--- src/rtl/load_store_unit_if.sv ---
// Data-memory port bundle between the load/store unit (master) and memory (slave).
// Word-addressed request/ready handshake; read data is valid in the ready cycle.
interface load_store_unit_if #(
   parameter int DATA_WIDTH = 32
);
   logic                      o_Mem_Req;
   logic                      o_Mem_Write;
   logic [DATA_WIDTH-1:0]     o_Mem_Address;
   logic [DATA_WIDTH-1:0]     o_Mem_Write_Data;
   logic [DATA_WIDTH/8-1:0]   o_Mem_Byte_Enable;
   logic                      i_Mem_Ready;
   logic [DATA_WIDTH-1:0]     i_Mem_Read_Data;

   modport master (
      output o_Mem_Req, o_Mem_Write, o_Mem_Address, o_Mem_Write_Data, o_Mem_Byte_Enable,
      input  i_Mem_Ready, i_Mem_Read_Data
   );

   modport slave (
      input  o_Mem_Req, o_Mem_Write, o_Mem_Address, o_Mem_Write_Data, o_Mem_Byte_Enable,
      output i_Mem_Ready, i_Mem_Read_Data
   );
endinterface

--- src/rtl/load_store_unit.sv ---
// Load/store unit: data-memory access stage downstream of the control unit.
// Issues one word-addressed access per request, builds byte enables and
// lane-replicated store data, and formats load results for write-back.
// Optional feature macro: LSU_MISALIGNED_TRAP_EN
//   defined   -> misaligned half/word requests finish with o_Misaligned, no access
//   undefined -> offending low address bits are cleared and the access proceeds
// Only DATA_WIDTH = 32 is supported.
module load_store_unit #(
   parameter int DATA_WIDTH   = 32,
   parameter int LS_SEL_WIDTH = 3
) (
   input  logic                    i_Clock,
   input  logic                    i_Reset,
   input  logic                    i_Start,
   input  logic [LS_SEL_WIDTH:0]   i_Load_Store_Type,
   input  logic                    i_Mem_Write_Enable,
   input  logic [DATA_WIDTH-1:0]   i_Address,
   input  logic [DATA_WIDTH-1:0]   i_Store_Data,
   load_store_unit_if.master       mem,
   output logic [DATA_WIDTH-1:0]   o_Load_Data,
   output logic                    o_Done,
   output logic                    o_Busy,
   output logic                    o_Misaligned
);

   // Load/store type codes shared with the control unit
   localparam logic [LS_SEL_WIDTH:0] LS_TYPE_NONE     = 'd0;
   localparam logic [LS_SEL_WIDTH:0] LS_TYPE_LOAD_B   = 'd1;
   localparam logic [LS_SEL_WIDTH:0] LS_TYPE_LOAD_H   = 'd2;
   localparam logic [LS_SEL_WIDTH:0] LS_TYPE_LOAD_W   = 'd3;
   localparam logic [LS_SEL_WIDTH:0] LS_TYPE_LOAD_BU  = 'd4;
   localparam logic [LS_SEL_WIDTH:0] LS_TYPE_LOAD_HU  = 'd5;
   localparam logic [LS_SEL_WIDTH:0] LS_TYPE_STORE_B  = 'd6;
   localparam logic [LS_SEL_WIDTH:0] LS_TYPE_STORE_H  = 'd7;
   localparam logic [LS_SEL_WIDTH:0] LS_TYPE_STORE_W  = 'd8;

   localparam logic [1:0] SIZE_BYTE = 2'd0;
   localparam logic [1:0] SIZE_HALF = 2'd1;
   localparam logic [1:0] SIZE_WORD = 2'd2;

   typedef enum logic [1:0] {
      IDLE   = 2'd0,
      ACCESS = 2'd1,
      DONE   = 2'd2
   } state_t;

   state_t              r_state;
   logic                r_mem_req;
   logic                r_mem_write;
   logic [31:0]         r_mem_address;
   logic [31:0]         r_mem_write_data;
   logic [3:0]          r_mem_byte_enable;
   logic [1:0]          r_offset;
   logic [1:0]          r_size;
   logic                r_unsigned;
   logic [31:0]         r_load_data;
   logic                r_done;
   logic                r_busy;
   logic                r_misaligned;

   logic                w_recognised;
   logic                w_is_store;
   logic [1:0]          w_size;
   logic                w_unsigned;
   logic                w_valid;
   logic                w_misaligned;
   logic [1:0]          w_offset;
   logic [3:0]          w_byte_enable;
   logic [31:0]         w_write_data;
   logic [7:0]          w_lane_byte;
   logic [15:0]         w_lane_half;
   logic [31:0]         w_load_fmt;

   // Decode the request type; a store flag that disagrees with the type kills the request
   always_comb begin
      w_recognised = 1'b1;
      w_is_store   = 1'b0;
      w_size       = SIZE_WORD;
      w_unsigned   = 1'b0;
      case (i_Load_Store_Type)
         LS_TYPE_LOAD_B:  w_size = SIZE_BYTE;
         LS_TYPE_LOAD_H:  w_size = SIZE_HALF;
         LS_TYPE_LOAD_W:  w_size = SIZE_WORD;
         LS_TYPE_LOAD_BU: begin w_size = SIZE_BYTE; w_unsigned = 1'b1; end
         LS_TYPE_LOAD_HU: begin w_size = SIZE_HALF; w_unsigned = 1'b1; end
         LS_TYPE_STORE_B: begin w_size = SIZE_BYTE; w_is_store = 1'b1; end
         LS_TYPE_STORE_H: begin w_size = SIZE_HALF; w_is_store = 1'b1; end
         LS_TYPE_STORE_W: begin w_size = SIZE_WORD; w_is_store = 1'b1; end
         default:         w_recognised = 1'b0;
      endcase
      w_valid = w_recognised && (w_is_store == i_Mem_Write_Enable);
   end

   // Lane offset, enables and replicated store data for the incoming request
   always_comb begin
      w_offset      = 2'b00;
      w_byte_enable = 4'b1111;
      w_write_data  = i_Store_Data;
      case (w_size)
         SIZE_BYTE: begin
            w_offset      = i_Address[1:0];
            w_byte_enable = 4'b0001 << w_offset;
            w_write_data  = {4{i_Store_Data[7:0]}};
         end
         SIZE_HALF: begin
            w_offset      = {i_Address[1], 1'b0};
            w_byte_enable = 4'b0011 << w_offset;
            w_write_data  = {2{i_Store_Data[15:0]}};
         end
         default: begin
            w_offset      = 2'b00;
            w_byte_enable = 4'b1111;
            w_write_data  = i_Store_Data;
         end
      endcase
`ifdef LSU_MISALIGNED_TRAP_EN
      w_misaligned = w_valid &&
                     (((w_size == SIZE_HALF) && i_Address[0]) ||
                      ((w_size == SIZE_WORD) && (i_Address[1:0] != 2'b00)));
`else
      // Low address bits are simply dropped through w_offset above
      w_misaligned = 1'b0;
`endif
   end

   // Extract the addressed lane from the returned word and extend it
   always_comb begin
      w_lane_byte = mem.i_Mem_Read_Data[{r_offset, 3'b000} +: 8];
      w_lane_half = mem.i_Mem_Read_Data[{r_offset[1], 4'b0000} +: 16];
      case (r_size)
         SIZE_BYTE: w_load_fmt = r_unsigned ? {24'd0, w_lane_byte}
                                            : {{24{w_lane_byte[7]}}, w_lane_byte};
         SIZE_HALF: w_load_fmt = r_unsigned ? {16'd0, w_lane_half}
                                            : {{16{w_lane_half[15]}}, w_lane_half};
         default:   w_load_fmt = mem.i_Mem_Read_Data;
      endcase
   end

   // Control FSM with registered bus, status and load-result outputs
   always_ff @(posedge i_Clock) begin
      if (i_Reset) begin
         r_state           <= IDLE;
         r_mem_req         <= 1'b0;
         r_mem_write       <= 1'b0;
         r_mem_address     <= '0;
         r_mem_write_data  <= '0;
         r_mem_byte_enable <= '0;
         r_offset          <= '0;
         r_size            <= '0;
         r_unsigned        <= 1'b0;
         r_load_data       <= '0;
         r_done            <= 1'b0;
         r_busy            <= 1'b0;
         r_misaligned      <= 1'b0;
      end else begin
         r_done       <= 1'b0;
         r_misaligned <= 1'b0;
         case (r_state)
            IDLE: begin
               if (i_Start) begin
                  r_busy <= 1'b1;
                  if (!w_valid || w_misaligned) begin
                     // Nothing to access: finish immediately, flagging any fault
                     r_state      <= DONE;
                     r_done       <= 1'b1;
                     r_misaligned <= w_misaligned;
                  end else begin
                     r_state           <= ACCESS;
                     r_mem_req         <= 1'b1;
                     r_mem_write       <= w_is_store;
                     r_mem_address     <= {i_Address[31:2], 2'b00};
                     r_mem_write_data  <= w_write_data;
                     r_mem_byte_enable <= w_byte_enable;
                     r_offset          <= w_offset;
                     r_size            <= w_size;
                     r_unsigned        <= w_unsigned;
                  end
               end
            end
            ACCESS: begin
               if (mem.i_Mem_Ready) begin
                  if (!r_mem_write) begin
                     r_load_data <= w_load_fmt;
                  end
                  r_mem_req   <= 1'b0;
                  r_mem_write <= 1'b0;
                  r_done      <= 1'b1;
                  r_state     <= DONE;
               end
            end
            DONE: begin
               r_busy  <= 1'b0;
               r_state <= IDLE;
            end
            default: begin
               r_busy    <= 1'b0;
               r_mem_req <= 1'b0;
               r_state   <= IDLE;
            end
         endcase
      end
   end

   assign mem.o_Mem_Req         = r_mem_req;
   assign mem.o_Mem_Write       = r_mem_write;
   assign mem.o_Mem_Address     = r_mem_address;
   assign mem.o_Mem_Write_Data  = r_mem_write_data;
   assign mem.o_Mem_Byte_Enable = r_mem_byte_enable;
   assign o_Load_Data           = r_load_data;
   assign o_Done                = r_done;
   assign o_Busy                = r_busy;
   assign o_Misaligned          = r_misaligned;

endmodule

--- src/flat_wrapper.sv ---
// flat-port wrapper written by rule: the top's interface ports become plain ports
module load_store_unit_flat 
#(
   parameter int DATA_WIDTH   = 32,
   parameter int LS_SEL_WIDTH = 3
)
  (i_Clock, i_Reset, i_Start, i_Load_Store_Type, i_Mem_Write_Enable, i_Address, i_Store_Data, o_Load_Data, o_Done, o_Busy, o_Misaligned, mem_o_Mem_Req, mem_o_Mem_Write, mem_o_Mem_Address, mem_o_Mem_Write_Data, mem_o_Mem_Byte_Enable, mem_i_Mem_Ready, mem_i_Mem_Read_Data);
  load_store_unit_if #(.DATA_WIDTH(DATA_WIDTH)) mem_i ();
  input  logic i_Clock;
  input  logic i_Reset;
  input  logic i_Start;
  input  logic [LS_SEL_WIDTH:0] i_Load_Store_Type;
  input  logic i_Mem_Write_Enable;
  input  logic [DATA_WIDTH-1:0] i_Address;
  input  logic [DATA_WIDTH-1:0] i_Store_Data;
  output logic [DATA_WIDTH-1:0] o_Load_Data;
  output logic o_Done;
  output logic o_Busy;
  output logic o_Misaligned;
  output wire logic [$bits(mem_i.o_Mem_Req)-1:0] mem_o_Mem_Req;
  output wire logic [$bits(mem_i.o_Mem_Write)-1:0] mem_o_Mem_Write;
  output wire logic [$bits(mem_i.o_Mem_Address)-1:0] mem_o_Mem_Address;
  output wire logic [$bits(mem_i.o_Mem_Write_Data)-1:0] mem_o_Mem_Write_Data;
  output wire logic [$bits(mem_i.o_Mem_Byte_Enable)-1:0] mem_o_Mem_Byte_Enable;
  input wire logic [$bits(mem_i.i_Mem_Ready)-1:0] mem_i_Mem_Ready;
  input wire logic [$bits(mem_i.i_Mem_Read_Data)-1:0] mem_i_Mem_Read_Data;
  assign mem_o_Mem_Req = mem_i.o_Mem_Req;
  assign mem_o_Mem_Write = mem_i.o_Mem_Write;
  assign mem_o_Mem_Address = mem_i.o_Mem_Address;
  assign mem_o_Mem_Write_Data = mem_i.o_Mem_Write_Data;
  assign mem_o_Mem_Byte_Enable = mem_i.o_Mem_Byte_Enable;
  assign mem_i.i_Mem_Ready = mem_i_Mem_Ready;
  assign mem_i.i_Mem_Read_Data = mem_i_Mem_Read_Data;
  load_store_unit #(.DATA_WIDTH(DATA_WIDTH), .LS_SEL_WIDTH(LS_SEL_WIDTH)) u_core (.i_Clock(i_Clock), .i_Reset(i_Reset), .i_Start(i_Start), .i_Load_Store_Type(i_Load_Store_Type), .i_Mem_Write_Enable(i_Mem_Write_Enable), .i_Address(i_Address), .i_Store_Data(i_Store_Data), .mem(mem_i), .o_Load_Data(o_Load_Data), .o_Done(o_Done), .o_Busy(o_Busy), .o_Misaligned(o_Misaligned));
endmodule
--- config.mk ---
export PLATFORM = sky130hd
export DESIGN_NAME = load_store_unit_flat
export DESIGN_NICKNAME = d
export VERILOG_FILES = /design/src/rtl/load_store_unit_if.sv /design/src/rtl/load_store_unit.sv /design/src/flat_wrapper.sv
export SDC_FILE = /design/constraint.sdc
export NUM_CORES = 1
export LEC_CHECK = 0
export CAP_MARGIN = 20
export CORE_AREA = 5 5 153 140
export CTS_CLUSTER_SIZE = 20
export DETAILED_ROUTE_END_ITERATION = 16
export DIE_AREA = 0 0 158 145
export MAX_ROUTING_LAYER = met4
export PLACE_DENSITY = 0.6
export SLEW_MARGIN = 0
export SYNTH_ARGS = -nofsm -noshare
export SYNTH_HDL_FRONTEND = slang
export SYNTH_SLANG_ARGS = --single-unit
--- constraint.sdc ---
create_clock -name i_Clock -period 5.1 [get_ports i_Clock]
set_input_delay 1.02 -clock i_Clock [delete_from_list [all_inputs] [get_ports i_Clock]]
set_output_delay 1.02 -clock i_Clock [all_outputs]
set_load 0.05 [all_outputs]
# --- Word-level counts from Yosys, hierarchy flattened ---
# Index checks and enable logic that the tools add are counted.
# W data, S select, Z words.
op_classes:
  shift: 4
  reduce_logical: 16
  bitwise: 3
  n_eq_ne: 16
  n_mux: 27
op_table:
  columns: ["cell", "count"]
  rows:
  - ["$pmux W32 S2", 2]
  - ["$mux W32", 2]
  - ["$shiftx A32 B6 Y16", 1]
  - ["$shiftx A32 B6 Y8", 1]
  - ["$eq A4 B3 Y1 const B", 4]
  - ["$mux W1", 12]
  - ["$pmux W2 S2", 3]
  - ["$reduce_or A3 Y1", 3]
  - ["$eq A4 B2 Y1 const B", 2]
  - ["$pmux W4 S2", 1]
  - ["$reduce_and A4 Y1", 2]
  - ["$reduce_or A8 Y1", 1]
  - ["$eq A2 B1 Y1 const B", 3]
  - ["$logic_not A2 Y1", 3]
  - ["$mux W2", 3]
  - ["$pmux W1 S2", 3]
  - ["$reduce_and A3 Y1", 2]
  - ["$eq A4 B1 Y1 const B", 1]
  - ["$eq A4 B4 Y1 const B", 1]
  - ["$ne A2 B2 Y1 const B", 2]
  - ["$reduce_and A2 Y1", 2]
  - ["$shl A1 B2 Y4 const A", 1]
  - ["$shl A2 B2 Y4 const A", 1]
  - ["$not A1 Y1", 3]
  - ["other kinds (7)", 7]
word_totals:
  regBits: 109
  elab_cells: 78
  in_bits: 105

# --- Depth between registers and ports, before layout ---
logic_depth:
  word_depth: 8
  depth_mapped: 7

# --- Least setup slack after synthesis ---
# OpenSTA, ideal clock, no wires.
synth_timing:
  path_kind: "in2reg"
  start: "in i_Load_Store_Type[0]"
  end: "reg u_core.r_mem_write_data[10], in the netlist u_core.mem.o_Mem_Write_Data[10]"
  cell_stages: 6
  slack_ps: 2700
  n_path_buf: 2
  arrival_time_ps: 2264
  path_cell_list: "buf_2 > nor3b_2 > buf_2 > nor3b_1 > a2111oi_0 > a211oi_1"
synth_via:
  elab_chain_cells: 6
synth_rtl:
  columns: ["element", "line", "source"]
  rows:
  - ["from (decl)", "flat_wrapper.sv:12", "input logic [LS_SEL_WIDTH:0] i_Load_Store_Type;"]
  - ["branches (longest 6 deep; another with $pmux W32 S2)", null, null]
  - ["to (signal assigned)", "load_store_unit.sv:172", "r_mem_write_data <= w_write_data;"]
  - ["to (decl)", "load_store_unit.sv:51", "logic [31:0] r_mem_write_data;"]
# Parallel ways; which one is timed is not known.
# A chain may end at the register's enable or synchronous reset.

# --- Worst setup path in the final report ---
layout_timing:
  start: "in i_Load_Store_Type[2]"
  end: "reg u_core.r_mem_address[5], in the netlist u_core.mem.o_Mem_Address[5]"
layout_via:
  elab_chain_cells: 6
layout_rtl:
  columns: ["element", "line", "source"]
  rows:
  - ["$eq A4 B4 Y1 / $eq A4 B3 Y1 (equally long branches)", "load_store_unit.sv:80", "case (i_Load_Store_Type)"]
  - ["$reduce_or A3 Y1 (no source line)", null, null]
  - ["$mux W1", "load_store_unit.sv:80", null]
  - ["$eq A1 B1 Y1", "load_store_unit.sv:91", "w_valid = w_recognised && (w_is_store == i_Mem_Write_Enable);"]
  - ["$logic_and A1 B1 Y1 *", "load_store_unit.sv:91", null]
  - ["$reduce_and A3 Y1 (no source line) *", null, null]
  - ["to (signal assigned)", "load_store_unit.sv:171", "r_mem_address <= {i_Address[31:2], 2'b00};"]
  - ["to (decl)", "load_store_unit.sv:50", "logic [31:0] r_mem_address;"]
# Mark *: on every way between the ends. The rest lies on a longest branch, timed or not.

==> metrics.log <==
INFO  metric run_status = finished clean
INFO  metric finalCritPeriodShare = between 60% and 70%
INFO  metric routedWlPerCell = 17.1 microns
INFO  metric worst_max_slew_pin_slew = about 970 ps
INFO  metric syn_to_final_growth = 44.9%
INFO  metric starting_density_of_the_core = around 28%
INFO  metric track_usage = roughly 16%
INFO  metric portBuffers = approximately 200
INFO  metric clock-sinks = 109
INFO  metric post_cts_resize_count = 0
INFO  metric dieWidth = about 160 microns
INFO  metric antenna_diode_count = 0
INFO  metric hold_viol = 0
INFO  metric worstSetupStartpointType = primary input
INFO  metric totalWireLength = about 18 mm
INFO  metric critPathTopFamily = buffers and inverters
INFO  metric synth_cells = about 640
INFO  metric synth-edff-count = 0
INFO  metric drt_first_iter_violations = 314
INFO  metric setup_viol_count_final = 0
INFO  metric ir_worst_vdd = between 0.00015 and 0.0002 V
INFO  metric first_global_vias = between 5000 and 6000
INFO  metric data_required_time_of_the_worst_path = around 5400 ps
INFO  metric half_perimeter_wire_length_after_placement = about 13 mm
INFO  metric number_of_buffers_created_by_cts = 9
INFO  metric post-route-cell-area = approximately 8100 sq um
INFO  metric holdCritPathClass = reg -> reg
INFO  metric drc_errors = 0
INFO  metric yosysWarnings = 0
INFO  metric maximum_fanout_along_the_worst_path = between 40 and 50
INFO  metric globalRoute.totalOverflow = 0
INFO  metric leakagePower = roughly 2.9 nW
INFO  metric netlist_area = around 5600 sq um
INFO  metric crit_buf_inv = 2
INFO  metric maxSlewViolCount = 0
INFO  metric setup.worst_path.end_class = flop
INFO  metric ys_types = 57
INFO  metric synth-seq-cells = between 100 and 150
INFO  metric clockRootBuffer = sky130_fd_sc_hd__clkbuf_16
INFO  metric crit_slowest_cell = sky130_fd_sc_hd__clkdlybuf4s50_1
INFO  metric vias_per_cell = around 5.0
INFO  metric clockBufferDepth = 2
INFO  metric whs = 455 ps
INFO  metric fraction_of_registers_with_async_set_or_reset_after_synthesis = 0%
INFO  metric clk_lat_worst_skew = around 360 ps
INFO  metric worst_slew_margin_rel = 35.5%
INFO  metric fin_crit = 3270 ps
INFO  metric finalCoreUtilization = 41.1%
INFO  metric postRouteAntennaNets = 0
INFO  metric critPathMaxStageDelay = 770 ps
INFO  metric grt_antenna_before_repair = 0
INFO  metric dpl_cell_area = a little under 8000 sq um
INFO  metric fmaxAchievable = between 300 and 400 MHz
INFO  metric path_clk_slew = around 70 ps
INFO  metric htree_num_levels = 3
INFO  metric vias = around 5300
INFO  metric rows = just under 50
INFO  metric post-cts-setup-buffers = 0
INFO  metric gp_congestion = 0.816
INFO  metric crit_chain = clkdlybuf4s50_1 > xnor2_1 > nand3_2 > a21oi_4 > buf_12 > mux2i_1
INFO  metric nNetsFinal = around 900
INFO  metric fin_tns_setup = 0 ps
INFO  metric final_layout_size_suffix_gt1_share = 7.53%
INFO  metric die_area = roughly 23000 sq um
INFO  metric setup_ws = 1830 ps
INFO  metric place.detailed.instances = roughly 1000
INFO  metric ys.flop_type = sky130_fd_sc_hd__dfxtp_1
INFO  metric portion_of_the_post_synthesis_area_used_by_sequential_elements = between 30% and 40%
INFO  metric post_synth.cell_area_avg = around 9 sq um
INFO  metric setup_cp_type = in -> reg
INFO  metric maxCapViolCount = 0
INFO  metric rsz_0062_raised_after_global_routing = no
INFO  metric pwr_density_cell = about 270 nW/um^2
INFO  metric cp_data_arrival_time = 3550 ps
INFO  metric finish.cell_count_without_fillers = around 1100
INFO  metric grt_max_degree = 67
INFO  metric grt_first_pass_wirelength = approximately 28 mm
INFO  metric cts_tree = yes
INFO  metric worst_clock_skew = between 10 and 15 ps
INFO  metric post-layout-total-power = 2.19 mW
INFO  metric io_pins = between 200 and 250
INFO  metric die_h = approximately 150 microns
INFO  metric holdBufCountCts = 0
INFO  metric pre_cts_worst_setup_slack = 1450 ps
INFO  metric core-area = between 15000 and 20000 sq um
INFO  metric drt-pass1-iter-count = 5
==> final timing paths <==
kind / startpoint / depth (start not counted) / end / slack [ps]
setup / recovery: i_Load_Store_Type[2] / 6 / u_core.mem.o_Mem_Address[5] / 1830
hold / removal: u_core.mem.o_Mem_Address[29] / 2 / u_core.mem.o_Mem_Address[29] / 460
setup reg to reg: u_core.r_offset[1] / 4 / u_core.o_Load_Data[26] / 2620
hold reg to reg: u_core.mem.o_Mem_Address[29] / 2 / u_core.mem.o_Mem_Address[29] / 460
==> worst register-to-register path, stage by stage (launching register included) <==
cell	delay (ps)
sky130_fd_sc_hd__dfxtp_1	880
sky130_fd_sc_hd__mux2_2	440
sky130_fd_sc_hd__nor4b_1	150
sky130_fd_sc_hd__o21bai_2	670
sky130_fd_sc_hd__a31oi_1	190
==> logic make-up (layout without fill, tap and decap cells) <==
group                     Yosys count  after routing  synth area share (%)
and+or+nand+nor                   217            217                  19.1
AOI/OAI and AO/OA                 165            165                  20.8
DFF                               109            109                  39.1
buffers and inverters              73            245                  6.39
muxes                              69             69                  14.1
xor gates and xnor gates            2              2                 0.314
other                               1              3                0.0672
==> cell usage in the layout (no fill, tap or decap), types with 11 or more instances in the layout <==
cell type and count:
sky130_fd_sc_hd__inv_1 12, sky130_fd_sc_hd__dfxtp_1 109, sky130_fd_sc_hd__a211oi_1 11, sky130_fd_sc_hd__and3_1 17
sky130_fd_sc_hd__a21oi_1 17, sky130_fd_sc_hd__clkdlybuf4s50_1 206, sky130_fd_sc_hd__mux2i_1 53, sky130_fd_sc_hd__a31oi_1 24
sky130_fd_sc_hd__o21ai_0 40, sky130_fd_sc_hd__nand2_1 145, sky130_fd_sc_hd__nor3b_1 19
==> per-layer routing <==
metal  wire length (microns)  global-route usage (%)  part of all wire (%)  up-vias
li1                        -                       -                     -     2639
met1                    8440                    21.7                    46     2432
met2                    7980                    22.9                    44      214
met3                    1430                    3.75                   7.9       19
met4                     329                    4.73                   1.8        0
met5                       0                       -                     0        -
==> cell type report <==
cell class / instances / area (sq um)
clock buffers: 12 / 267
clock inverters: 4 / 55.1
fillers: 1965 / 11600
inverters: 14 / 55.1
multi-input cells: 456 / 3060
flip-flops and latches: 109 / 2180
well taps: 255 / 319
repair buffers: 215 / 2150
==> synthesized netlist by cell type, types with 4 or more instances <==
| master | count | area (sq um) |
|---|---|---|
| sky130_fd_sc_hd__a2111oi_0 | 8 | 70.1 |
| sky130_fd_sc_hd__a211oi_1 | 11 | 82.6 |
| sky130_fd_sc_hd__a21oi_1 | 17 | 85.1 |
| sky130_fd_sc_hd__a221oi_1 | 8 | 70.1 |
| sky130_fd_sc_hd__a31oi_1 | 24 | 150 |
| sky130_fd_sc_hd__and3_1 | 17 | 106 |
| sky130_fd_sc_hd__buf_2 | 9 | 45.0 |
| sky130_fd_sc_hd__buf_4 | 7 | 52.6 |
| sky130_fd_sc_hd__buf_6 | 6 | 67.6 |
| sky130_fd_sc_hd__clkbuf_1 | 35 | 131 |
| sky130_fd_sc_hd__dfxtp_1 | 109 | 2180 |
| sky130_fd_sc_hd__inv_1 | 13 | 48.8 |
| sky130_fd_sc_hd__mux2_2 | 9 | 101 |
| sky130_fd_sc_hd__mux2i_1 | 53 | 531 |
| sky130_fd_sc_hd__mux4_2 | 7 | 158 |
| sky130_fd_sc_hd__nand2_1 | 145 | 544 |
| sky130_fd_sc_hd__nand2b_1 | 9 | 56.3 |
| sky130_fd_sc_hd__nand3_1 | 5 | 25.0 |
| sky130_fd_sc_hd__nor2_1 | 4 | 15.0 |
| sky130_fd_sc_hd__nor3b_1 | 19 | 143 |
| sky130_fd_sc_hd__o21a_1 | 9 | 67.6 |
| sky130_fd_sc_hd__o21ai_0 | 40 | 200 |
| sky130_fd_sc_hd__o221a_2 | 4 | 45.0 |
| sky130_fd_sc_hd__o2bb2ai_1 | 7 | 61.3 |
| sky130_fd_sc_hd__o311ai_0 | 8 | 70.1 |
| sky130_fd_sc_hd__o31ai_1 | 9 | 67.6 |
==> power breakdown <==
group          total (mW)  internal (mW)  switching, mW
Combinational       0.516          0.214          0.302
Sequential          0.911          0.888         0.0233
Clock               0.758          0.424          0.335
==> sequential cells by signal (all words and copies together), names as in the netlist <==
signal	cells
u_core.o_Done	1
u_core.r_size	2
u_core.mem.o_Mem_Address	30
u_core.mem.o_Mem_Write	1
u_core.r_unsigned	1
u_core.r_state	2
u_core.mem.o_Mem_Req	1
u_core.mem.o_Mem_Write_Data	32
u_core.mem.o_Mem_Byte_Enable	4
u_core.r_offset	2
u_core.o_Load_Data	32
u_core.o_Busy	1
Note: power is estimated with default switching activity, not from simulation.
